File: config.mk
export PLATFORM = sky130hd
export DESIGN_NAME = if_fetch_controller
export DESIGN_NICKNAME = d
export VERILOG_FILES = /design/src/rtl/cpu_pkg.sv /design/src/rtl/if_redirect_sel.sv /design/src/rtl/if_fetch_controller.sv
export SDC_FILE = /design/constraint.sdc
export NUM_CORES = 1
export LEC_CHECK = 0
export ABC_CLOCK_PERIOD_IN_PS = 6200
export CORE_ASPECT_RATIO = 2
export CORE_MARGIN = 8
export CORE_UTILIZATION = 35
export CTS_CLUSTER_SIZE = 28
export DETAILED_ROUTE_END_ITERATION = 7
export GPL_TIMING_DRIVEN = 1
export HOLD_SLACK_MARGIN = 0.1
export PLACE_DENSITY = 0.69
export SKIP_LAST_GASP = 1
export SYNTH_ARGS = -nofsm -noshare
export SYNTH_HDL_FRONTEND = slang
export SYNTH_HIERARCHICAL = 1
export SYNTH_SLANG_ARGS = --single-unit
File: constraint.sdc
create_clock -name clk -period 6.2 [get_ports clk]
set_clock_uncertainty 0.15 [all_clocks]
set_input_delay 1.24 -clock clk [delete_from_list [all_inputs] [get_ports clk]]
set_output_delay 1.24 -clock clk [all_outputs]
set_load 0.02 [all_outputs]
File: src/rtl/cpu_pkg.sv
// rtl/cpu_pkg.sv - shared IF-stage types and defaults
// Purpose: fetch FSM state encoding plus default address width and NOP encoding.
// Ports: none (package).
package cpu_pkg;

  localparam int          ADDR_W_DEF   = 32;
  localparam logic [31:0] NOP_INSN_DEF = 32'h0000_0000;

  typedef enum logic [1:0] {
    S_FETCH = 2'd0,
    S_WAIT  = 2'd1,
    S_STALL = 2'd2
  } fetch_state_t;

endpackage

File: src/rtl/if_redirect_sel.sv
// rtl/if_redirect_sel.sv - branch/jump redirect priority select
// Purpose: merges the EX/MEM branch and ID jump into one redirect request.
// Ports:
//   branch, branch_target : EX/MEM branch taken and its target
//   jump, jump_target     : ID-stage jump and its target
//   redir, target         : combined redirect request and chosen target
module if_redirect_sel
  import cpu_pkg::*;
#(
  parameter int ADDR_W = ADDR_W_DEF
) (
  input  logic              branch,
  input  logic [ADDR_W-1:0] branch_target,
  input  logic              jump,
  input  logic [ADDR_W-1:0] jump_target,
  output logic              redir,
  output logic [ADDR_W-1:0] target
);

  // The branch belongs to the older instruction, so it overrides a younger jump.
  assign redir  = branch | jump;
  assign target = branch ? branch_target : jump_target;

endmodule

File: src/rtl/if_fetch_controller.sv
// rtl/if_fetch_controller.sv - IF stage PC / imem handshake / IF-ID register sequencer
// Purpose: owns the PC, issues imem requests, applies redirects and stalls, loads IF/ID.
// Ports:
//   clk, rst_n                         : clock, synchronous active-low reset
//   stall                              : hazard unit hold request
//   branch, EXMEM_AddResult            : EX/MEM taken branch and target
//   jump, jump_destination             : ID jump and target
//   imem_req, imem_addr                : fetch request and address (= pc)
//   imem_ready, imem_rdata             : fetch response handshake and data
//   IF_ID_IR, IF_ID_NPC, IF_ID_valid   : IF/ID pipeline register
//   flush_id                           : one-cycle kill of the instruction in ID
//   pc                                 : current PC
module if_fetch_controller
  import cpu_pkg::*;
#(
  parameter int                ADDR_W   = ADDR_W_DEF,
  parameter logic [ADDR_W-1:0] RESET_PC = '0,
  parameter logic [31:0]       NOP_INSN = NOP_INSN_DEF
) (
  input  logic              clk,
  input  logic              rst_n,
  input  logic              stall,
  input  logic              branch,
  input  logic [ADDR_W-1:0] EXMEM_AddResult,
  input  logic              jump,
  input  logic [ADDR_W-1:0] jump_destination,
  output logic              imem_req,
  output logic [ADDR_W-1:0] imem_addr,
  input  logic              imem_ready,
  input  logic [31:0]       imem_rdata,
  output logic [31:0]       IF_ID_IR,
  output logic [ADDR_W-1:0] IF_ID_NPC,
  output logic              IF_ID_valid,
  output logic              flush_id,
  output logic [ADDR_W-1:0] pc
);

  fetch_state_t      state;
  logic              pend_valid;
  logic [ADDR_W-1:0] pend_tgt;
  logic              redir;
  logic [ADDR_W-1:0] target;
  logic [ADDR_W-1:0] pc_inc;

  if_redirect_sel #(.ADDR_W(ADDR_W)) u_redirect_sel (
    .branch        (branch),
    .branch_target (EXMEM_AddResult),
    .jump          (jump),
    .jump_target   (jump_destination),
    .redir         (redir),
    .target        (target)
  );

  assign pc_inc    = pc + ADDR_W'(1);
  assign imem_addr = pc;
  assign imem_req  = rst_n && (state != S_STALL);

  always_ff @(posedge clk) begin
    if (!rst_n) begin
      state       <= S_FETCH;
      pc          <= RESET_PC;
      IF_ID_IR    <= NOP_INSN;
      IF_ID_NPC   <= '0;
      IF_ID_valid <= 1'b0;
      flush_id    <= 1'b0;
      pend_valid  <= 1'b0;
      pend_tgt    <= '0;
    end else begin
      flush_id <= 1'b0;
      case (state)
        S_FETCH: begin
          if (imem_ready) begin
            if (redir) begin
              pc          <= target;
              IF_ID_IR    <= NOP_INSN;
              IF_ID_valid <= 1'b0;
              flush_id    <= 1'b1;
            end else if (stall) begin
              // The returned word is dropped; the same pc is refetched after the stall.
              state <= S_STALL;
            end else begin
              IF_ID_IR    <= imem_rdata;
              IF_ID_NPC   <= pc_inc;
              IF_ID_valid <= 1'b1;
              pc          <= pc_inc;
            end
          end else begin
            state <= S_WAIT;
            // The access to pc must complete before pc can move, so the redirect is parked.
            if (redir) begin
              pend_valid <= 1'b1;
              pend_tgt   <= target;
              flush_id   <= 1'b1;
            end
          end
        end

        S_WAIT: begin
          if (!imem_ready) begin
            if (redir) begin
              pend_valid <= 1'b1;
              pend_tgt   <= target;
              flush_id   <= 1'b1;
            end
          end else begin
            pend_valid <= 1'b0;
            state      <= S_FETCH;
            if (redir) begin
              pc          <= target;
              IF_ID_IR    <= NOP_INSN;
              IF_ID_valid <= 1'b0;
              flush_id    <= 1'b1;
            end else if (pend_valid) begin
              // flush_id for this redirect already fired when it was parked.
              pc          <= pend_tgt;
              IF_ID_IR    <= NOP_INSN;
              IF_ID_valid <= 1'b0;
            end else if (stall) begin
              state <= S_STALL;
            end else begin
              IF_ID_IR    <= imem_rdata;
              IF_ID_NPC   <= pc_inc;
              IF_ID_valid <= 1'b1;
              pc          <= pc_inc;
            end
          end
        end

        S_STALL: begin
          if (redir) begin
            pc          <= target;
            IF_ID_IR    <= NOP_INSN;
            IF_ID_valid <= 1'b0;
            flush_id    <= 1'b1;
            state       <= S_FETCH;
          end else if (!stall) begin
            state <= S_FETCH;
          end
        end

        default: state <= S_FETCH;
      endcase
    end
  end

endmodule

* Yosys cells after proc, flatten, opt, wreduce, memory -nomap -nowiden
Index checks and enable logic that the tools add are counted.
** Storage, ports and cells
- Memory bits (writable) :: 0
- Bits of input ports :: 102
- Register bits after elaboration :: 133
- Memories :: 0
- Output and inout port bits :: 131
- Bits in read-only memories :: 0
- Logic and storage cells :: 83
- Latch bits :: 0
** Cells by class
- Multiply operators :: 0
- Add/subtract/negate cells :: 1
- Divide/modulo/power cells :: 0
- Equality and inequality tests :: 13
- Bitwise operators :: 2
- $lt $le $gt $ge :: 0
- Shifts and indexed selects :: 0
- Reductions and logical operators :: 12
- Mux-type cells :: 47
** Operators with widths (count)
- $mux W32 :: 21
- $pmux W32 S3 :: 2
- $pmux W32 S2 :: 1
- $add A32 B1 Y32 const B :: 1
- $mux W2 :: 9
- $ne A2 B2 Y1 const B :: 8
- $mux W1 :: 11
- $ne A3 B3 Y1 const B :: 3
- $reduce_and A4 Y1 :: 2
- $pmux W2 S3 :: 1
- $reduce_and A6 Y1 :: 1
- $reduce_and A2 Y1 :: 2
- $pmux W1 S3 :: 1
- $reduce_and A3 Y1 :: 1
- $reduce_bool A3 Y1 :: 1
- $reduce_or A3 Y1 :: 1
- $eq A2 B1 Y1 const B :: 1
- $eq A2 B2 Y1 const B :: 1
- $logic_not A2 Y1 :: 1
- $pmux W1 S2 :: 1
- $reduce_bool A2 Y1 :: 1
- $reduce_or A2 Y1 :: 1
- $logic_and A1 B1 Y1 :: 1
- $not A1 Y1 :: 1
- $or A1 B1 Y1 :: 1

* Longest topological paths before layout
- Word-level depth :: 6
- Depth in mapped cells :: 11
- Gate-level depth less buffers :: 8

* Cells and area by module
The synthesis kept the hierarchy.
** By module, submodules not included
- if_fetch_controller :: area each 7782.5 µm², seq. area each 2662.6 µm², cells each 1021, times used 1
- if_redirect_sel :: area each 546.8 µm², seq. area each 0.0 µm², cells each 37, times used 1

* Worst setup path before layout
Ideal clock, no wire load.
- Kind :: in2reg
- From :: input branch
- To :: register IF_ID_valid
- Path buffers :: 5
- Required time :: 5.922 ns
- Stages on the path :: 10
- Arrival time :: 3.150 ns
- Setup slack :: 2.772 ns
- Library setup time :: 0.128 ns
- Cell sequence :: buf_6 buf_12 or2_1 clkbuf_1 nor2b_1 or3_2 buf_6 o21ai_1 clkbuf_1 nor2_1
** On the way
- Word-level cells in the longest chain between the ends :: 4
- Elaborated cells between the ends (all ways) :: 8
- Classes of those cells :: 1 x eq/ne; 5 x mux; 1 x bitwise; 1 x reduce/logical
** RTL lines
- start, declared :: line if_fetch_controller.sv:23 : input logic branch,
- $or A1 B1 Y1 * :: line if_redirect_sel.sv:21 : assign redir = branch | jump;
- net redir :: line if_fetch_controller.sv:41 : logic redir;
- $mux W1, on equally long branches :: line if_fetch_controller.sv:108, if_fetch_controller.sv:73
- $mux W1, on equally long branches :: line if_fetch_controller.sv:99, if_fetch_controller.sv:72
- $pmux W1 S3 :: line if_fetch_controller.sv:70 : case (state)
- end signal, assigned :: line if_fetch_controller.sv:76 : IF_ID_valid <= 1'b0;
- end signal, assigned :: line if_fetch_controller.sv:111 : IF_ID_valid <= 1'b0;
- end signal, assigned :: line if_fetch_controller.sv:117 : IF_ID_valid <= 1'b0;
- end, declared :: line if_fetch_controller.sv:33 : output logic IF_ID_valid,
The timed path passes the listed nets; every way through them passes the cells marked *. The select of a mux whose other input is x is not followed.
A chain may end at the register's enable or synchronous reset.

* Worst setup path in the final report
- From :: input jump
- To :: register IF_ID_IR[9]
** On the way
- Word-level cells in the longest chain between the ends :: 4
- Elaborated cells between the ends (all ways) :: 8
- Classes of those cells :: 1 x eq/ne; 5 x mux; 1 x bitwise; 1 x reduce/logical
** RTL lines
- start, declared :: line if_fetch_controller.sv:25 : input logic jump,
- $or A1 B1 Y1 * :: line if_redirect_sel.sv:21
- net redir :: line if_fetch_controller.sv:41
- $mux W32, on equally long branches :: line if_fetch_controller.sv:108, if_fetch_controller.sv:73
- $mux W32, on equally long branches :: line if_fetch_controller.sv:99, if_fetch_controller.sv:72
- $pmux W32 S3 :: line if_fetch_controller.sv:70
- end signal, assigned :: line if_fetch_controller.sv:82 : IF_ID_IR <= imem_rdata;
- end signal, assigned :: line if_fetch_controller.sv:121 : IF_ID_IR <= imem_rdata;
- end, declared :: line if_fetch_controller.sv:31 : output logic [31:0] IF_ID_IR,
Marks and branches as above.

==> flow_summary_export.csv <==
group,metric,value,unit
grt,grt_pass1_wl,45370,µm
timing,hold_viol_final,0,
cts,cts_sinks,133,
worst_setup_path,crit_fanout,33,
grt,grt_pass1_vias,7982,
die,core,23620,µm²
cts,postCtsSetupBuffers,0,
timing,rsz0062_at_grt,"false",
power,p_per_area,298.3,nW/µm²
timing,finalSetupViolCount,0,
placement,portBuffers,232,
finish,layout-drive-gt1-share,0.09008,
logic_synthesis,synth-edff-count,0,
worst_setup_path,path_buf_inv,2,
grt,grt_start_max_net_pins,67,
logic_synthesis,ys_seq_elements,133,
timing,slew_violations,0,
routing,drt_wl_total,29390,µm
die,rows,80,
timing,worst_pin_slew,1377,ps
worst_setup_path,critPathTopFamily,"simple AND/OR/NAND/NOR gates",
timing,clock.fmax,240.9,MHz
flow_run,drv_cap,0,
finish,n_fill_cell,2311,
worst_setup_path,crit_type,"primary input to flop",
routing,first_pass_iters,5,
die,initial_utilization,0.3526,
power,p_leak,3.791,nW
placement,routabilityCongestion,0.8930,
die,die-area,29290,µm²
power,ir_worst_vdd,0.1927,mV
cts,cts_resized,0,
logic_synthesis,synthCells,1058,
worst_setup_path,crit_cells,8,
cts,htree_levels,4,
finish,syn2layout_area_growth,31.32,%
logic_synthesis,async_flop_share,0,
timing,post-route-min-period,4151,ps
timing,min_period_over_period,0.6695,
power,total_power,3.263,mW
placement,dp_hpwl,22040,µm
logic_synthesis,ys.flop_type,"dfxtp_1",
power,comb_power_share,0.329,
worst_setup_path,cp_slowest_cell,"nor2_2",
cts,cts_buffers,17,
cts,cts_max_path_buffers,2,
min_path,hold_depth,2,
die,fp.dieW,125.1,µm
logic_synthesis,yosysSeqAreaShare,0.3197,
cts,cts-root-buf,"clkbuf_16",
timing,fin_tns_setup,0,ps
outcome,status,"complete, no violations",
routing,routedWlPerCell,19.63,µm
power,power.internal,2.072,mW
logic_synthesis,syn_area_per_cell,7.873,µm²
finish,diodes,0,
grt,grt_remaining_overflow,0,
timing,timing.final.ws_setup,2049,ps
cts,clk_pin_slew,60,ps
placement,dp_slack,1632,ps
die,ios,233,
power,power.switching,1.191,mW
cts,cts_tree,"yes",
worst_setup_path,worstRegToRegCells,7,
worst_setup_path,start_kind,"primary input",
logic_synthesis,syn_nets,1165,
power,seq_power_share,0.346,
timing,max_slew_margin,0.08183,
worst_setup_path,slowest_delay,1050,ps
cts,clkLatencyLatePin,430,ps
cts,ctsHoldBuffers,0,
routing,drtIter0Drc,1028,
grt,grt.total_usage,0.1925,
worst_setup_path,cp.arrival,4340,ps
finish,final_nets,1304,
logic_synthesis,synth_warnings,6,
routing,post-route-drc-count,0,
routing,drt.antenna.violating_nets,0,
logic_synthesis,synth_area,8329,µm²
routing,num_vias,8467,
die,die_y,234.2,µm
worst_setup_path,required,6390,ps
worst_setup_path,cp_cell_sequence,"clkdlybuf4s50_1, or2_1, buf_4, nor2b_1, or3_2, nor2_2, nand2_1, a21oi_1",
worst_setup_path,endpoint_kind,"flop",
logic_synthesis,ys_types,81,
grt,antenna_found_initial,0,
routing,drt-vias-per-instance,5.656,
min_path,hp-class,"flop to flop",
power,switching_share,0.3651,
power,power_frac_clock,0.325,
==> per-stage QoR <==
| stage | util | area, µm² | cells | hold slack (ps) |
|---|---|---|---|---|
| global placement | 0.4372 | 10330 | 1465 | 291.4 |
| CTS | 0.4630 | 10940 | 1497 | 304.7 |
| floorplan | - | 8329 | 1058 | 281.2 |
| global route | 0.4630 | 10940 | 1497 | 327.0 |
| detailed placement | 0.4372 | 10330 | 1465 | 296.8 |
| finish | 0.4630 | 10940 | 1497 | 301.8 |
==> synth_stat cells (5+ instances only) <==
| master | number | area (µm²) |
|---|---|---|
| or3_1 | 7 | 43.79 |
| nand2_1 | 196 | 735.7 |
| o21a_1 | 6 | 45.04 |
| nor2_1 | 77 | 289.0 |
| and3_1 | 7 | 43.79 |
| a31oi_1 | 12 | 75.07 |
| o22ai_1 | 7 | 43.79 |
| a211oi_1 | 31 | 232.7 |
| nand2b_1 | 7 | 43.79 |
| nor3_1 | 26 | 130.1 |
| a221oi_1 | 5 | 43.79 |
| o31ai_1 | 5 | 37.54 |
| inv_1 | 15 | 56.30 |
| buf_4 | 38 | 285.3 |
| nand3_1 | 17 | 85.08 |
| a22oi_1 | 9 | 67.56 |
| xor2_1 | 13 | 113.9 |
| nor4_1 | 12 | 75.07 |
| o221ai_1 | 7 | 61.31 |
| xnor2_1 | 27 | 236.5 |
| a221o_1 | 6 | 60.06 |
| buf_6 | 6 | 67.56 |
| dfxtp_1 | 133 | 2663 |
| nand4_1 | 11 | 68.82 |
| nor2b_1 | 6 | 37.54 |
| o21ai_0 | 45 | 225.2 |
| mux2i_1 | 10 | 100.1 |
| a21o_1 | 5 | 37.54 |
| clkbuf_8 | 8 | 110.1 |
| mux2_2 | 7 | 78.83 |
| clkbuf_1 | 60 | 225.2 |
| mux2_4 | 29 | 435.4 |
| a21oi_1 | 107 | 535.5 |
| buf_1 | 5 | 18.77 |
| ha_1 | 5 | 62.56 |
==> power groups by stage <==
stage	combinational, mW	sequential [mW]	clock, mW
3_3_place_gp	1.05	1.14	0
3_5_place_dp	1.06	1.14	0
5_1_grt	1.15	1.15	1.11
6_report	1.07	1.13	1.06
2_1_floorplan	0.720	1.11	0
4_1_cts	1.06	1.13	1.07
==> placed cells by master (no fill, tap or decap), drive strengths merged, types with 6 or more instances in the layout <==
| cell type | n |
|---|---|
| clkbuf | 20 |
| nand3 | 17 |
| or3 | 12 |
| o22ai | 7 |
| mux2 | 36 |
| a22oi | 9 |
| a211oi | 31 |
| o221ai | 7 |
| or4 | 6 |
| and3 | 7 |
| buf | 13 |
| xor2 | 13 |
| mux2i | 10 |
| o21ai | 47 |
| inv | 15 |
| nand4 | 14 |
| clkinv | 7 |
| a21oi | 107 |
| clkdlybuf4s50 | 231 |
| a21o | 6 |
| nor2b | 6 |
| nor3 | 26 |
| o21a | 6 |
| nor4 | 15 |
| xnor2 | 27 |
| dfxtp | 133 |
| a221o | 7 |
| nor2 | 77 |
| nand2 | 197 |
| a31oi | 12 |
| nand2b | 7 |
==> cell type report <==
type	count	area (µm²)	area share
inverters	16	60.06	0.005491
multi-input cells	785	4838	0.4423
repair buffers	244	2407	0.2201
flip-flops and latches	133	2663	0.2434
well taps	287	359.1	0.03283
clock inverters	12	153.9	0.01407
clock buffers	20	456.7	0.04175
==> worst paths after layout <==
check               start           end  slack, ps
max                  jump   IF_ID_IR[9]       2050
min          IF_ID_IR[13]  IF_ID_IR[13]        300
max reg2reg      state[1]   IF_ID_IR[9]       2660
min reg2reg  IF_ID_IR[13]  IF_ID_IR[13]        300
==> flip-flops by register name, indices dropped and copies added (netlist names) <==
| name | flops |
|---|---|
| pend_tgt | 32 |
| pend_valid | 1 |
| IF_ID_valid | 1 |
| state | 2 |
| flush_id | 1 |
| imem_addr | 32 |
| IF_ID_NPC | 32 |
| IF_ID_IR | 32 |
==> layer usage <==
layer / global-route usage / vias up / wire length (µm) / part of all wire
met5: 0 / - / 0 / 0
met4: 0.07622 / 0 / 704 / 0.024
met3: 0.04555 / 41 / 2351 / 0.080
met2: 0.3210 / 428 / 14240 / 0.48
met1: 0.2345 / 3952 / 12090 / 0.41
li1: - / 4046 / - / -
==> worst register-to-register path: stages, from the launching register on <==
cell and delay [ps]:
dfxtp_1 380, inv_1 80, ha_1 370, o21ba_2 310, or3_2 750, nor2_2 1050
nand2_1 160, a21oi_1 180
==> logic make-up after synthesis <==
kind of cell               after synthesis  share of synthesized area
muxes                                   46                    0.07376
xor gates and xnor gates                40                    0.04206
and+or+nand+nor                        401                     0.2271
adders and majority gates                5                   0.007511
AOI/OAI and AO/OA                      293                     0.2282
DFF                                    133                     0.3197
buffers and inverters                  140                     0.1017
(Power assumes the default switching activity.)
